$ cat src/rtl/pipeline_pkg.sv
// Shared encodings for the pipeline hazard/sequencing controller.
// Holds the memory-sequencer states and the EXE operand-select codes.
package pipeline_pkg;

    typedef enum logic [1:0] {
        RUN      = 2'd0,
        MEM_WAIT = 2'd1,
        ERR      = 2'd2
    } ctrl_state_t;

    localparam logic [1:0] FWD_RF  = 2'b00;
    localparam logic [1:0] FWD_MEM = 2'b01;
    localparam logic [1:0] FWD_WB  = 2'b10;

    // The younger producer (MEM) wins over WB when both write the same register.
    function automatic logic [1:0] fwd_sel(
        input logic       fwd_en,
        input logic [3:0] src,
        input logic [3:0] mem_dest,
        input logic       mem_wb_en,
        input logic [3:0] wb_dest,
        input logic       wb_wb_en
    );
        logic [1:0] sel;
        sel = FWD_RF;
        if (fwd_en && mem_wb_en && (mem_dest == src))
            sel = FWD_MEM;
        else if (fwd_en && wb_wb_en && (wb_dest == src))
            sel = FWD_WB;
        return sel;
    endfunction

endpackage

$ cat src/rtl/pipeline_ctrl_fwd_unit.sv
// Combinational forwarding unit: picks the EXE operand source for rn and rm.
module fwd_unit
    import pipeline_pkg::*;
(
    input  logic       fwd_en,
    input  logic [3:0] ex_rn,
    input  logic [3:0] ex_rm,
    input  logic [3:0] mem_dest,
    input  logic       mem_wb_en,
    input  logic [3:0] wb_dest,
    input  logic       wb_wb_en,
    output logic [1:0] sel_src1,
    output logic [1:0] sel_src2
);

    always_comb begin
        sel_src1 = fwd_sel(fwd_en, ex_rn, mem_dest, mem_wb_en, wb_dest, wb_wb_en);
        sel_src2 = fwd_sel(fwd_en, ex_rm, mem_dest, mem_wb_en, wb_dest, wb_wb_en);
    end

endmodule

$ cat src/rtl/pipeline_ctrl.sv
// Hazard, flush and memory-wait sequencing for the 5-stage ARM pipeline.
// Branch flushes seen during a memory stall are held until the stall ends.
module pipeline_ctrl
    import pipeline_pkg::*;
#(
    parameter int unsigned MEM_TIMEOUT = 64,
    parameter int unsigned CNT_W       = 16
) (
    input  logic             clk,
    input  logic             rst,
    input  logic             fwd_en,
    input  logic [3:0]       id_rn,
    input  logic [3:0]       id_rm,
    input  logic             id_uses_rn,
    input  logic             id_uses_rm,
    input  logic [3:0]       ex_dest,
    input  logic             ex_wb_en,
    input  logic             ex_mem_r_en,
    input  logic [3:0]       ex_rn,
    input  logic [3:0]       ex_rm,
    input  logic             ex_branch_taken,
    input  logic [3:0]       mem_dest,
    input  logic             mem_wb_en,
    input  logic             mem_req,
    input  logic             mem_ready,
    input  logic [3:0]       wb_dest,
    input  logic             wb_wb_en,
    input  logic             cnt_clr,
    output logic             freeze_front,
    output logic             bubble_id,
    output logic             flush,
    output logic             stall_all,
    output logic [1:0]       sel_src1,
    output logic [1:0]       sel_src2,
    output logic             mem_err,
    output logic [CNT_W-1:0] stall_cnt
);

    localparam int unsigned TO_W = (MEM_TIMEOUT > 1) ? $clog2(MEM_TIMEOUT) : 1;
    localparam logic [TO_W-1:0] TO_LAST = TO_W'(MEM_TIMEOUT - 1);

    ctrl_state_t     state;
    logic [TO_W-1:0] to_cnt;
    logic            branch_pending;
    logic            br;
    logic            raw_hz;
    logic            rn_ex, rm_ex, rn_mem, rm_mem;

    always_comb begin
        rn_ex  = id_uses_rn && ex_wb_en  && (id_rn == ex_dest);
        rm_ex  = id_uses_rm && ex_wb_en  && (id_rm == ex_dest);
        rn_mem = id_uses_rn && mem_wb_en && (id_rn == mem_dest);
        rm_mem = id_uses_rm && mem_wb_en && (id_rm == mem_dest);

        // With forwarding only a load result is too late for the next instruction.
        if (fwd_en)
            raw_hz = ex_mem_r_en && (rn_ex || rm_ex);
        else
            raw_hz = rn_ex || rm_ex || rn_mem || rm_mem;

        stall_all = ((state == MEM_WAIT) && !mem_ready)
                  || ((state == RUN) && mem_req && !mem_ready)
                  || (state == ERR);

        br           = ex_branch_taken || branch_pending;
        flush        = br && !stall_all;
        freeze_front = stall_all || (raw_hz && !br);
        bubble_id    = raw_hz && !br && !stall_all;
    end

    fwd_unit u_fwd_unit (
        .fwd_en    (fwd_en),
        .ex_rn     (ex_rn),
        .ex_rm     (ex_rm),
        .mem_dest  (mem_dest),
        .mem_wb_en (mem_wb_en),
        .wb_dest   (wb_dest),
        .wb_wb_en  (wb_wb_en),
        .sel_src1  (sel_src1),
        .sel_src2  (sel_src2)
    );

    always_ff @(posedge clk or negedge rst) begin
        if (!rst) begin
            state          <= RUN;
            to_cnt         <= '0;
            mem_err        <= 1'b0;
            branch_pending <= 1'b0;
            stall_cnt      <= '0;
        end else begin
            case (state)
                RUN: begin
                    if (mem_req && !mem_ready) begin
                        state  <= MEM_WAIT;
                        to_cnt <= '0;
                    end
                end
                MEM_WAIT: begin
                    if (mem_ready) begin
                        state <= RUN;
                    end else if (to_cnt == TO_LAST) begin
                        state   <= ERR;
                        mem_err <= 1'b1;
                    end else begin
                        to_cnt <= to_cnt + 1'b1;
                    end
                end
                ERR: begin
                    mem_err <= 1'b1;
                end
                default: state <= RUN;
            endcase

            if (flush)
                branch_pending <= 1'b0;
            else if (ex_branch_taken && stall_all)
                branch_pending <= 1'b1;

            if (cnt_clr)
                stall_cnt <= '0;
            else if (freeze_front && (stall_cnt != '1))
                stall_cnt <= stall_cnt + 1'b1;
        end
    end

endmodule

$ cat config.mk
export PLATFORM = sky130hd
export DESIGN_NAME = pipeline_ctrl
export DESIGN_NICKNAME = d
export VERILOG_FILES = /design/src/rtl/pipeline_pkg.sv /design/src/rtl/pipeline_ctrl_fwd_unit.sv /design/src/rtl/pipeline_ctrl.sv
export SDC_FILE = /design/constraint.sdc
export NUM_CORES = 1
export LEC_CHECK = 0
export CAP_MARGIN = 0
export CORE_UTILIZATION = 43
export CTS_CLUSTER_SIZE = 14
export DETAILED_ROUTE_END_ITERATION = 6
export GPL_TIMING_DRIVEN = 0
export PLACE_DENSITY_LB_ADDON = 0.1
export SETUP_SLACK_MARGIN = 0.4
export SLEW_MARGIN = 20
export SYNTH_ARGS = -nofsm -noshare
export SYNTH_HDL_FRONTEND = slang
export SYNTH_HIERARCHICAL = 1
export SYNTH_SLANG_ARGS = --single-unit
$ cat constraint.sdc
create_clock -name clk -period 4.48 [get_ports clk]
set_clock_uncertainty 0.15 [all_clocks]
set_input_delay 0.896 -clock clk [delete_from_list [all_inputs] [get_ports clk]]
set_output_delay 0.896 -clock clk [all_outputs]
set_load 0.01 [all_outputs]
==> run metrics <==
Max Slew Vio Count=0; maximum capacitance violations=0; fraction of registers with async set/reset=100.0%; count of different cell masters after synthesis=48; placed wire-length estimate after detailed placement=3453 microns; dominant register cell in the synthesized netlist=sky130_fd_sc_hd__dfrtp_1; die boundary height=68.02 microns; Worst VDD drop=0.0001219 V; adder and majority gate portion of the synthesized area=1.335%; floorplan die width=68.02 microns; via density per instance=5.370; Power Internal=0.4041 mW; mean instance size in the synthesized netlist=9.371 sq um; most frequent cell after synthesis=sky130_fd_sc_hd__dfrtp_1; area used by multi-input combinational logic=1210 sq um; timing-limited maximum frequency=255.6 MHz; maximum number of pins on one net before global-route repair=27; sequential share of the synthesized area=34.71%; sort of element at the end of the critical path=primary output; Synth top area share=34.71%; status=completed; instance area after placement=2572 sq um; synthesized-area fraction occupied by ao, oa, aoi and oai cells=15.89%; cell types occupying the most area after synthesis=sky130_fd_sc_hd__dfrtp_1 35%, sky130_fd_sc_hd__xor2_1 8.9%, sky130_fd_sc_hd__xnor2_1 8.4%; gr ovfl total=0; Hold Vio Cnt, Final=0; Worst-Margin Slew=0.7420 ns; post-synth net total=243; required time at the worst-slack endpoint=3.43 ns; power dissipated by switching net loads=0.1539 mW; Post-Synthesis Cells=200; top cells by count, synth=26 x sky130_fd_sc_hd__dfrtp_1, 19 x sky130_fd_sc_hd__xor2_1, 18 x sky130_fd_sc_hd__nor2_1, 18 x sky130_fd_sc_hd__xnor2_1, 13 x sky130_fd_sc_hd__nand2_1; count of flip-flops with a built-in enable after synthesis=0; combinational family with the most area after synthesis=simple AND/OR/NAND/NOR gates; fraction of power spent switching nets=27.58%; Worst Hold Depth=1; Boundary Pins=66; biggest area consumer among synthesized cells=sky130_fd_sc_hd__dfrtp_1; Synth warnings=6; number of placement rows=23; count of state elements after synthesis=26; Cell Area, Synth=1874 sq um; clock tree from TritonCTS=done; clock period minus worst slack=3.912 ns; fraction of synthesized area in multiplexers=2.336%; number of iterations in the first detailed-routing pass=4; vias post-DR=1729; setup repair after global routing missed its margin=no; final routed wirelength across all metal layers=4310 microns; synthesis-to-finish area growth=42.19%; Cell Pwr Density=209.4 nW/um^2; static leakage=1.021 nW; maximum clock insertion buffer count=2; CP max FO=4; number of cells on the worst reg-to-reg path=8; Clk Tree Root Cell=sky130_fd_sc_hd__clkbuf_8; met1 track demand over resource in global routing=29.96%; share of final-layout standard cells stronger than drive strength 1=10.29%; Routability Congestion=0.7882; Slew HR=49.84%; fill cell count=357; DRC violation count after routing=0; clock latency at the later pin of the worst-skew pair=0.28 ns; share of total power in sequential cells=46.6%; detailed router's first-iteration violation count=93; total non-filler cell area in the finished layout=2665 sq um; final setup vio count=0; share of total power in the clock network=27.4%; most utilized layer in the global route result=met2; global-route met2 utilization=30.27%; critical setup path kind=input pin to primary output; number of antenna violations at the first check in global routing=0; clock net sink count=26; global-route wire length before repair=7141 microns; startpoint types=input pin; fraction of met3 tracks used by global routing=3.833%; global-route usage over all layers=20.43%; clock transition at the register clock pins on the worst setup and hold paths after CTS=0.08 ns; class of the tightest hold or removal check=flop to flop; CTS HTree Levels=1; post-route setup TNS=0 ns; ANT cells=0; fraction of the cycle the final worst path needs=87.32%; input/output buffers=64; number of nets at the end of the flow=316; count of nets left with antenna violations after detail routing=0; Gate power share=26.0%; Hold Buf Count CTS=0; via count of the first global-routing pass=1558; Initial Utilization=45.87%; Sequential cell area=650.6 sq um; DIE AREA=4627 sq um; CP Data Arrival Time=2.87 ns; XOR/XNOR share of the synthesized area=17.29%; core area=4086 sq um; number of buffers created by CTS=3; simple-gate share of the synthesized area=27.44%; average wire per standard cell=13.39 microns
metal layers:
metal  up-vias  routed length [microns]
li1        882                        -
met1       790                     2137
met2        52                     1907
met3         5                      213
met4         0                       51
met5         -                        0
placed cells by master, fill, tap and decap left out, drive strengths merged, types with 9 or more instances in the layout:
cell / n
clkdlybuf4s50: 62
a21oi: 10
nor2: 19
xnor2: 18
nand2: 13
xor2: 19
o21ai: 9
dfrtp: 26
nand4: 10
nand3: 10
path summary, 6_finish.rpt:
kind,startpoint,end,slack [ns]
max,mem_dest[3],freeze_front,0.57
min,mem_err,mem_err,0.33
max reg2reg,stall_cnt[0],stall_cnt[7],2.09
min reg2reg,mem_err,mem_err,0.33
max in group asynchronous,rst,to_cnt[2],3.33
min in group asynchronous,rst,stall_cnt[11],0.45
sequential cells by signal, indices dropped and copies added (netlist names):
signal	cells
stall_cnt	16
to_cnt	6
state	2
branch_pending	1
mem_err	1
area by class of cell:
type                    count  area share (%)
plain buffers               2          0.2817
clock buffers               4           2.066
inverters                   3          0.4225
multi-input cells         169           45.40
flip-flops and latches     26           24.41
well taps                  50           2.347
repair buffers             68           25.07
through the flow:
stage / worst slack [ns] / power, mW / hold slack, ns / util, % / cells
CTS: 0.4335 / 0.5629 / 0.3327 / 64.42 / 318
global placement: 0.1765 / 0.4057 / 0.3052 / 63.07 / 314
detailed placement: 0.1662 / 0.4074 / 0.3124 / 62.95 / 314
global route: 0.4304 / 0.5899 / 0.3465 / 65.22 / 322
finish: 0.5682 / 0.5580 / 0.3350 / 65.22 / 322
floorplan: 1.394 / 0.3323 / 0.3296 / - / 200
kinds of logic (layout without fill, tap and decap cells):
group,count (synthesis),count (layout)
simple gates,87,87
compound gates,39,39
xor+xnor,37,37
flops,26,26
buf+inv,5,77
mux,4,4
fa+ha+maj,2,2
critical path, cell delays in order:
cell and delay (ns):
sky130_fd_sc_hd__clkdlybuf4s50_1 0.58, sky130_fd_sc_hd__xor2_1 0.21, sky130_fd_sc_hd__nor3_2 0.07, sky130_fd_sc_hd__nand4_1 0.12, sky130_fd_sc_hd__a31oi_1 0.12, sky130_fd_sc_hd__a211oi_2 0.34
sky130_fd_sc_hd__inv_1 0.07, sky130_fd_sc_hd__clkdlybuf4s50_1 0.48
power by group through the flow:
stage	combinational [mW]	sequential [mW]	clock [mW]
2_1_floorplan	0.0697	0.263	0
3_3_place_gp	0.142	0.264	0
3_5_place_dp	0.143	0.264	0
4_1_cts	0.144	0.260	0.159
5_1_grt	0.161	0.262	0.166
6_report	0.145	0.260	0.153
repair_timing:
| action | 4_1_cts | 5_1_grt |
|---|---|---|
| setup buffers | 0 | 4 |
| gates resized for setup | 1 | 1 |
| setup endpoints to repair | 1 | 2 |
| pin swaps | 1 | 3 |
Power figures use the tool's default switching activity.
